--- src/rtl/bpu_gshare_if.sv ---
// bpu_gshare_if: fetch-side prediction and EX-side training bus of the gshare predictor.
interface bpu_gshare_if #(parameter int GHR_BITS = 8);
  logic                if_valid;
  logic [31:0]         if_pc;
  logic                pred_taken;
  logic [31:0]         pred_target;
  logic                pred_hit;
  logic [GHR_BITS-1:0] pred_ghr;
  logic                busy;
  logic                update_en;
  logic [31:0]         update_pc;
  logic                update_taken;
  logic [31:0]         update_target;
  logic [1:0]          update_kind;
  logic                update_mispredict;
  logic [GHR_BITS-1:0] update_ghr;
  modport master (
    output if_valid, if_pc, update_en, update_pc, update_taken, update_target,
           update_kind, update_mispredict, update_ghr,
    input  pred_taken, pred_target, pred_hit, pred_ghr, busy
  );
  modport slave (
    input  if_valid, if_pc, update_en, update_pc, update_taken, update_target,
           update_kind, update_mispredict, update_ghr,
    output pred_taken, pred_target, pred_hit, pred_ghr, busy
  );
endinterface

--- src/rtl/bpu_gshare.sv ---
// bpu_gshare: gshare direction predictor + tagged BTB with GHR repair and post-reset table clear.
// Optional return address stack enabled by defining BPU_RAS_EN.
module bpu_gshare #(
  parameter int BHT_ENTRIES = 256,
  parameter int BTB_ENTRIES = 64,
  parameter int GHR_BITS    = 8,
  parameter int CTR_BITS    = 2,
  parameter int TAG_BITS    = 20
`ifdef BPU_RAS_EN
  , parameter int RAS_DEPTH = 8
`endif
) (
  input logic         clk,
  input logic         rst_n,
  bpu_gshare_if.slave bus
);
  localparam int BHTW  = $clog2(BHT_ENTRIES);
  localparam int BTBW  = $clog2(BTB_ENTRIES);
  localparam int CLR_N = BHT_ENTRIES > BTB_ENTRIES ? BHT_ENTRIES : BTB_ENTRIES;
  localparam int CLRW  = $clog2(CLR_N);
  localparam logic [1:0] BR = 2'b00, CALL = 2'b10, RET = 2'b11;
  localparam logic [CTR_BITS-1:0] WNT  = {1'b0, {(CTR_BITS-1){1'b1}}};
  localparam logic [CTR_BITS-1:0] CMAX = '1;
  typedef enum logic {CLEAR, READY} state_t;
  state_t              state, state_nx;
  logic [CLRW-1:0]     clr_idx, clr_nx;
  logic [GHR_BITS-1:0] ghr, ghr_nx;
  logic [CTR_BITS-1:0] bht [BHT_ENTRIES];
  logic                btb_valid [BTB_ENTRIES];
  logic [TAG_BITS-1:0] btb_tag [BTB_ENTRIES];
  logic [31:0]         btb_target [BTB_ENTRIES];
  logic [1:0]          btb_kind [BTB_ENTRIES];
  logic                ready, hit, taken, upd, spec, repair, bht_we, btb_we;
  logic [BTBW-1:0]     fi, ui_btb;
  logic [BHTW-1:0]     fi_bht, ui_bht;
  logic [1:0]          kind;
  logic [CTR_BITS-1:0] uctr, uctr_nx;
  logic [31:0]         target;
  logic                unused_bits;
  always_ff @(posedge clk or negedge rst_n)
    if (!rst_n) begin
      state   <= CLEAR;
      clr_idx <= '0;
      ghr     <= '0;
    end else begin
      state   <= state_nx;
      clr_idx <= clr_nx;
      ghr     <= ghr_nx;
    end
  always_comb begin
    state_nx = state;
    clr_nx   = clr_idx;
    ghr_nx   = ghr;
    state_nx = (state == CLEAR && clr_idx == CLRW'(CLR_N - 1)) ? READY : state;
    clr_nx   = (state == CLEAR) ? clr_idx + 1'b1 : clr_idx;
    ghr_nx   = !ready ? '0 :
               repair ? GHR_BITS'({bus.update_ghr, bus.update_taken}) :
               spec   ? GHR_BITS'({ghr, taken}) : ghr;
  end
  assign ready  = state == READY;
  assign fi     = bus.if_pc[BTBW+1:2];
  assign fi_bht = bus.if_pc[BHTW+1:2] ^ BHTW'(ghr);
  assign kind   = btb_kind[fi];
  assign hit    = ready && btb_valid[fi] && btb_tag[fi] == bus.if_pc[31 -: TAG_BITS];
  assign taken  = hit && (kind != BR || bht[fi_bht][CTR_BITS-1]);
  assign spec   = bus.if_valid && hit && kind == BR;
  assign upd    = ready && bus.update_en;
  assign repair = upd && bus.update_mispredict && bus.update_kind == BR;
  assign bht_we = upd && bus.update_kind == BR;
  assign btb_we = upd && (bus.update_taken || bus.update_kind != BR);
  assign ui_btb = bus.update_pc[BTBW+1:2];
  assign ui_bht = bus.update_pc[BHTW+1:2] ^ BHTW'(bus.update_ghr);
  assign uctr   = bht[ui_bht];
  assign uctr_nx = bus.update_taken ? (uctr == CMAX ? uctr : uctr + 1'b1)
                                    : (uctr == '0 ? uctr : uctr - 1'b1);
  // Tables carry no reset; the CLEAR walk initialises them one index per cycle.
  always_ff @(posedge clk)
    if (!ready) begin
      bht[clr_idx[BHTW-1:0]]       <= WNT;
      btb_valid[clr_idx[BTBW-1:0]] <= 1'b0;
    end else begin
      if (bht_we) bht[ui_bht] <= uctr_nx;
      if (btb_we) begin
        btb_valid[ui_btb]  <= 1'b1;
        btb_tag[ui_btb]    <= bus.update_pc[31 -: TAG_BITS];
        btb_target[ui_btb] <= bus.update_target;
        btb_kind[ui_btb]   <= bus.update_kind;
      end
    end
`ifdef BPU_RAS_EN
  localparam int RASW = $clog2(RAS_DEPTH);
  logic [31:0]   ras [RAS_DEPTH];
  logic [RASW-1:0] sp;
  logic [RASW:0] cnt;
  logic          ras_use, push, pop;
  assign ras_use = hit && kind == RET && cnt != '0;
  assign push    = bus.if_valid && hit && kind == CALL;
  assign pop     = bus.if_valid && ras_use;
  assign target  = ras_use ? ras[sp - 1'b1] : btb_target[fi];
  // Pushing when full wraps onto the oldest slot; count saturates at depth.
  always_ff @(posedge clk or negedge rst_n)
    if (!rst_n) begin
      sp  <= '0;
      cnt <= '0;
    end else if (push) begin
      sp  <= sp + 1'b1;
      cnt <= cnt == (RASW+1)'(RAS_DEPTH) ? cnt : cnt + 1'b1;
    end else if (pop) begin
      sp  <= sp - 1'b1;
      cnt <= cnt - 1'b1;
    end
  always_ff @(posedge clk)
    if (push) ras[sp] <= bus.if_pc + 32'd4;
`else
  assign target = btb_target[fi];
`endif
  assign bus.pred_hit    = hit;
  assign bus.pred_taken  = taken;
  assign bus.pred_target = target;
  assign bus.pred_ghr    = ghr;
  assign bus.busy        = !ready;
  assign unused_bits     = ^{bus.if_pc, bus.update_pc};
endmodule

--- src/flat_wrapper.sv ---
// flat-port wrapper written by rule: the top's interface ports become plain ports
module bpu_gshare_flat 
#(
  parameter int BHT_ENTRIES = 256,
  parameter int BTB_ENTRIES = 64,
  parameter int GHR_BITS    = 8,
  parameter int CTR_BITS    = 2,
  parameter int TAG_BITS    = 20

)
  (clk, rst_n, bus_if_valid, bus_if_pc, bus_update_en, bus_update_pc, bus_update_taken, bus_update_target, bus_update_kind, bus_update_mispredict, bus_update_ghr, bus_pred_taken, bus_pred_target, bus_pred_hit, bus_pred_ghr, bus_busy);
  bpu_gshare_if #(.GHR_BITS(GHR_BITS)) bus_i ();
  input logic clk;
  input logic rst_n;
  input wire logic [$bits(bus_i.if_valid)-1:0] bus_if_valid;
  input wire logic [$bits(bus_i.if_pc)-1:0] bus_if_pc;
  input wire logic [$bits(bus_i.update_en)-1:0] bus_update_en;
  input wire logic [$bits(bus_i.update_pc)-1:0] bus_update_pc;
  input wire logic [$bits(bus_i.update_taken)-1:0] bus_update_taken;
  input wire logic [$bits(bus_i.update_target)-1:0] bus_update_target;
  input wire logic [$bits(bus_i.update_kind)-1:0] bus_update_kind;
  input wire logic [$bits(bus_i.update_mispredict)-1:0] bus_update_mispredict;
  input wire logic [$bits(bus_i.update_ghr)-1:0] bus_update_ghr;
  output wire logic [$bits(bus_i.pred_taken)-1:0] bus_pred_taken;
  output wire logic [$bits(bus_i.pred_target)-1:0] bus_pred_target;
  output wire logic [$bits(bus_i.pred_hit)-1:0] bus_pred_hit;
  output wire logic [$bits(bus_i.pred_ghr)-1:0] bus_pred_ghr;
  output wire logic [$bits(bus_i.busy)-1:0] bus_busy;
  assign bus_i.if_valid = bus_if_valid;
  assign bus_i.if_pc = bus_if_pc;
  assign bus_i.update_en = bus_update_en;
  assign bus_i.update_pc = bus_update_pc;
  assign bus_i.update_taken = bus_update_taken;
  assign bus_i.update_target = bus_update_target;
  assign bus_i.update_kind = bus_update_kind;
  assign bus_i.update_mispredict = bus_update_mispredict;
  assign bus_i.update_ghr = bus_update_ghr;
  assign bus_pred_taken = bus_i.pred_taken;
  assign bus_pred_target = bus_i.pred_target;
  assign bus_pred_hit = bus_i.pred_hit;
  assign bus_pred_ghr = bus_i.pred_ghr;
  assign bus_busy = bus_i.busy;
  bpu_gshare #(.BHT_ENTRIES(BHT_ENTRIES), .BTB_ENTRIES(BTB_ENTRIES), .GHR_BITS(GHR_BITS), .CTR_BITS(CTR_BITS), .TAG_BITS(TAG_BITS)) u_core (.clk(clk), .rst_n(rst_n), .bus(bus_i));
endmodule
--- config.mk ---
export PLATFORM = sky130hd
export DESIGN_NAME = bpu_gshare_flat
export DESIGN_NICKNAME = d
export VERILOG_FILES = /design/src/rtl/bpu_gshare_if.sv /design/src/rtl/bpu_gshare.sv /design/src/flat_wrapper.sv
export SDC_FILE = /design/constraint.sdc
export NUM_CORES = 2
export LEC_CHECK = 0
export BUFFER_PORTS_ARGS = -buffer_cell sky130_fd_sc_hd__buf_2
export CORE_MARGIN = 5
export CORE_UTILIZATION = 40
export DETAILED_ROUTE_END_ITERATION = 6
export PLACE_DENSITY_LB_ADDON = 0.15
export SETUP_SLACK_MARGIN = 0.4
export SLEW_MARGIN = 30
export SYNTH_ARGS = -nofsm -noshare
export SYNTH_HDL_FRONTEND = slang
export SYNTH_SLANG_ARGS = --single-unit
--- constraint.sdc ---
create_clock -name clk -period 9.4 [get_ports clk]
set_input_delay 0.94 -clock clk [delete_from_list [all_inputs] [get_ports clk]]
set_output_delay 0.94 -clock clk [all_outputs]
set_load 0.01 [all_outputs]
==> implementation parameters <==
Parameter                              Value

Placed design
  Count of port buffers added during placement    146
  Area post-placement    168200 um2
  Routability cong.    0.8387
  Placed wire-length estimate after detailed placement    265.2 mm

Clocking
  Post-CTS Resized    0
  Total clock buffers created by CTS    425
  Post-CTS Repair Setup Buffers    0
  H-tree depth    5
  Clock transition at path regs    0.06 ns
  CTS tree    done
  Count of clock tree sinks    4049
  Clock root buffer    clkbuf_16
  Insertion delay of the later-clocked pin in the worst-skew pair    1.00 ns
  Worst-case clock buffer depth    4

Detailed routing
  Drt initial violations    9976
  Number of routed nets with antenna violations    0
  WL per Instance    36.63 um
  Total Routed Length    487.2 mm
  1st-pass router iterations    5
  Post-route DRC violation count    0
  DR vias    79730
  Drt via density    5.994

Worst setup path
  Arrival time of the worst setup path    6.42 ns
  Largest stage delay on the critical path    0.68 ns
  Chain of cells forming the critical path    clkbuf_8 -> buf_4 -> nor2b_2 -> buf_4 -> a22oi_1 -> nand4_1 -> nand4_1 -> xor2_1 -> a211oi_1 -> a21oi_1 -> nand3b_1 -> nor4_2 -> buf_4 -> a21boi_0 -> buf_2
  Cell family with most CP delay    buffers and inverters
  Crit path max-delay cell type    buf_4
  Slack of the worst reg-to-reg path    4.92 ns
  Maximum net fanout on the critical path    33
  Setup crit end kind    primary output
  RR Startpoint    u_core.ready$_DFFE_PN0P_
  Worst R2R Path Depth    7
  Req. time, crit path    8.46 ns
  R2R Path End    u_core.btb_tag[10][9]$_DFFE_PP_
  Buf+Inv Stages, Crit Path    5
  Type of the setup path with the least slack    in2out
  Critical Path Start Type    primary input
  Cell seen most often among critical-path stages    buf_4

Synthesis
  Number of synthesized register bits    4049
  Share of async-settable or async-resettable flops after synthesis    0.004199
  Top cell type's share of synthesized area    0.7593
  Share of synthesized area occupied by flip-flops and latches    0.7620
  Syn_area_per_cell    21.90 um2
  List of most frequent post-synthesis cells    edfxtp_1 (4032), mux4_2 (1106), nor2_1 (474)
  Cell taking the most area after synthesis    edfxtp_1
  Syn Inst Count    7282
  Post-synthesis cell area    159500 um2
  Number of enable flip-flop cells after synthesis    4032
  Post-synthesis net count    7395
  Count of different cell masters after synthesis    89
  Dominant cell by count in the synthesized netlist    edfxtp_1
  Area contributors post-synth    edfxtp_1 (76%), mux4_2 (16%), mux2i_1 (1.5%)
  Yosys warning total    0
  Top flip-flop cell by instance count after synthesis    edfxtp_1

Global routing
  Wire length of the first global-routing pass    666.9 mm
  Initial antenna violation count    41
  Maximum number of pins on one net before global-route repair    145
  Congestion Overflow GR    0
  Via count of the first global-routing pass    80930
  Global-route usage over all layers    0.2340

STA
  Setup repair after global routing missed its margin    no
  Worst-case headroom to the max-slew limit    0.2706
  Total Neg Setup Slack    0 ns
  Clock skew    0.05376 ns
  Final hold slack    0.2781 ns
  Final setup viols    0
  Achievable clock frequency    0.1360 GHz
  Final number of hold-violating endpoints    0
  Count of final max-slew check failures    0
  Minimum period implied by the final worst setup slack    7.355 ns
  Tightest Pin Transition    1.094 ns
  Post-route clock period utilization    0.7825

Power
  Clock Power Share    0.430
  Switching fraction of total power    0.2144
  Share of power burned in registers    0.524
  Psw    0.008096 W
  Cell-internal power    0.02967 W
  Power Density    207.8 nW/um2
  Worst supply voltage drop on vdd    0.1602 mV
  Total leakage power    55.73 nW
  Combinational share of power    0.046

Job
  Reported max-cap violation count    0

Hold path
  Hold-critical path depth    3
  Hold WC Path Type    in2reg
  Startpoint of the most critical hold path    bus_update_mispredict
  Min-Delay Endpoint    u_core.bus.pred_ghr[0]$_DFFE_PN0P_

Floorplanning
  Overall die height    641.4 um
  Core region area    396500 um2
  Width of the chip    641.4 um
  Number of top-level design ports    155
  Site row count    231
  Total die area    411400 um2
  Effective utilization at floorplan    0.4021

Run status
  Run status    complete, no violations

Final layout
  Proportion of layout cells with a drive suffix above 1    0.2735
  Layout overhead on the synthesized area    14.00%
  Summed area of non-filler cells in the final layout    181800 um2
  Layout filler cell count    33160
  Fin nets    7809
-- power groups by stage --
stage	logic [W]	clock network (W)	registers [W]
4_1_cts	0.00176	0.0165	0.0198
2_1_floorplan	0.00101	0	0.0202
3_3_place_gp	0.00172	0	0.0202
3_5_place_dp	0.00175	0	0.0202
6_report	0.00174	0.0162	0.0198
5_1_grt	0.00184	0.0173	0.0198
-- stage by stage --
step / utilization / setup slack [ns] / power (W) / std cells
floorplan: - / 1.164 / 0.02120 / 7282
global placement: 0.4225 / 2.226 / 0.02192 / 12490
detailed placement: 0.4242 / 2.207 / 0.02195 / 12510
CTS: 0.4579 / 2.188 / 0.03808 / 13290
global route: 0.4584 / 1.974 / 0.03890 / 13300
finish: 0.4584 / 2.045 / 0.03777 / 13300
-- logic make-up after synthesis --
group	after synthesis	share of synthesized area
xor gates and xnor gates	42	0.002354
DFF	4049	0.7620
buffers and inverters	423	0.01376
AOI/OAI and AO/OA	387	0.01743
adders and majority gates	2	0.0001491
and+or+nand+nor	982	0.02746
muxes	1397	0.1769
-- layout make-up --
| class | count | area [um2] | area share |
|---|---|---|---|
| Sequential cell | 4049 | 121500 | 0.6684 |
| Multi-Input combinational cell | 2810 | 36460 | 0.2005 |
| Clock buffer | 520 | 11080 | 0.06093 |
| Tap cell | 5242 | 6559 | 0.03608 |
| Timing Repair Buffer | 391 | 3810 | 0.02096 |
| Clock inverter | 258 | 2272 | 0.01250 |
| Inverter | 19 | 81.33 | 0.0004474 |
| Antenna cell | 12 | 30.03 | 0.0001652 |
-- layer usage --
| layer | GRT usage | vias to the layer above | share of wire |
|---|---|---|---|
| met1 | 0.3172 | 43720 | 0.40 |
| met5 | 0 | - | 0.00017 |
| li1 | - | 31660 | - |
| met3 | 0.03742 | 767 | 0.073 |
| met4 | 0.07675 | 14 | 0.036 |
| met2 | 0.3887 | 3573 | 0.49 |
-- registers in the layout (all words and copies together) (netlist names) --
| register | flops |
|---|---|
| u_core.btb_target | 2048 |
| u_core.ready | 1 |
| u_core.btb_tag | 1280 |
| u_core.bus.pred_ghr | 8 |
| u_core.bht | 512 |
| u_core.btb_kind | 128 |
| u_core.clr_idx | 8 |
| u_core.btb_valid | 64 |
-- layout by cell type, fill, tap and decap left out, drive strengths merged, types with 9 or more instances in the layout --
master,instances
edfxtp,4032
mux4,1127
clkbuf,521
nor2,475
buf,389
mux2i,238
nand2,221
clkinv,206
a22oi,88
nand3,61
nor3,58
a21oi,56
o21ai,45
a211oi,40
mux2,32
bufinv,31
inv,29
nor2b,26
nand4,25
and2,24
a31oi,22
xnor2,22
xor2,20
nand2b,18
and3,17
dfrtp,17
a221oi,15
diode,12
o22ai,12
a22o,11
clkinvlp,11
and4,10
nor4,10
or3,9
-- worst register-to-register path, cell delays in order, from the launching register on --
cell and delay (ns):
dfrtp_2 0.74, o311ai_2 0.20, buf_4 0.23, nor2_1 0.23, nand2_1 0.64, nor2_4 0.53
buf_4 0.58, buf_4 0.84
-- timing repair --
item,CTS,global route
hold buffers,1,0
endpoints found under the setup margin,0,0
hold endpoints to repair,17,0
-- worst max path at each step --
stage                           from                    endpoint  slack (ns)  cells after the start
floorplan           bus_update_pc[3]  u_core.bht[0][1]$_DFFE_PP_        1.16                     12
global placement        bus_if_pc[5]              bus_pred_taken        2.23                     15
detailed placement      bus_if_pc[5]              bus_pred_taken        2.21                     15
CTS                     bus_if_pc[5]              bus_pred_taken        2.19                     15
global route            bus_if_pc[5]              bus_pred_taken        1.97                     15
finish                  bus_if_pc[5]              bus_pred_taken        2.04                     15
No activity file was read; power rests on OpenSTA's default activity.
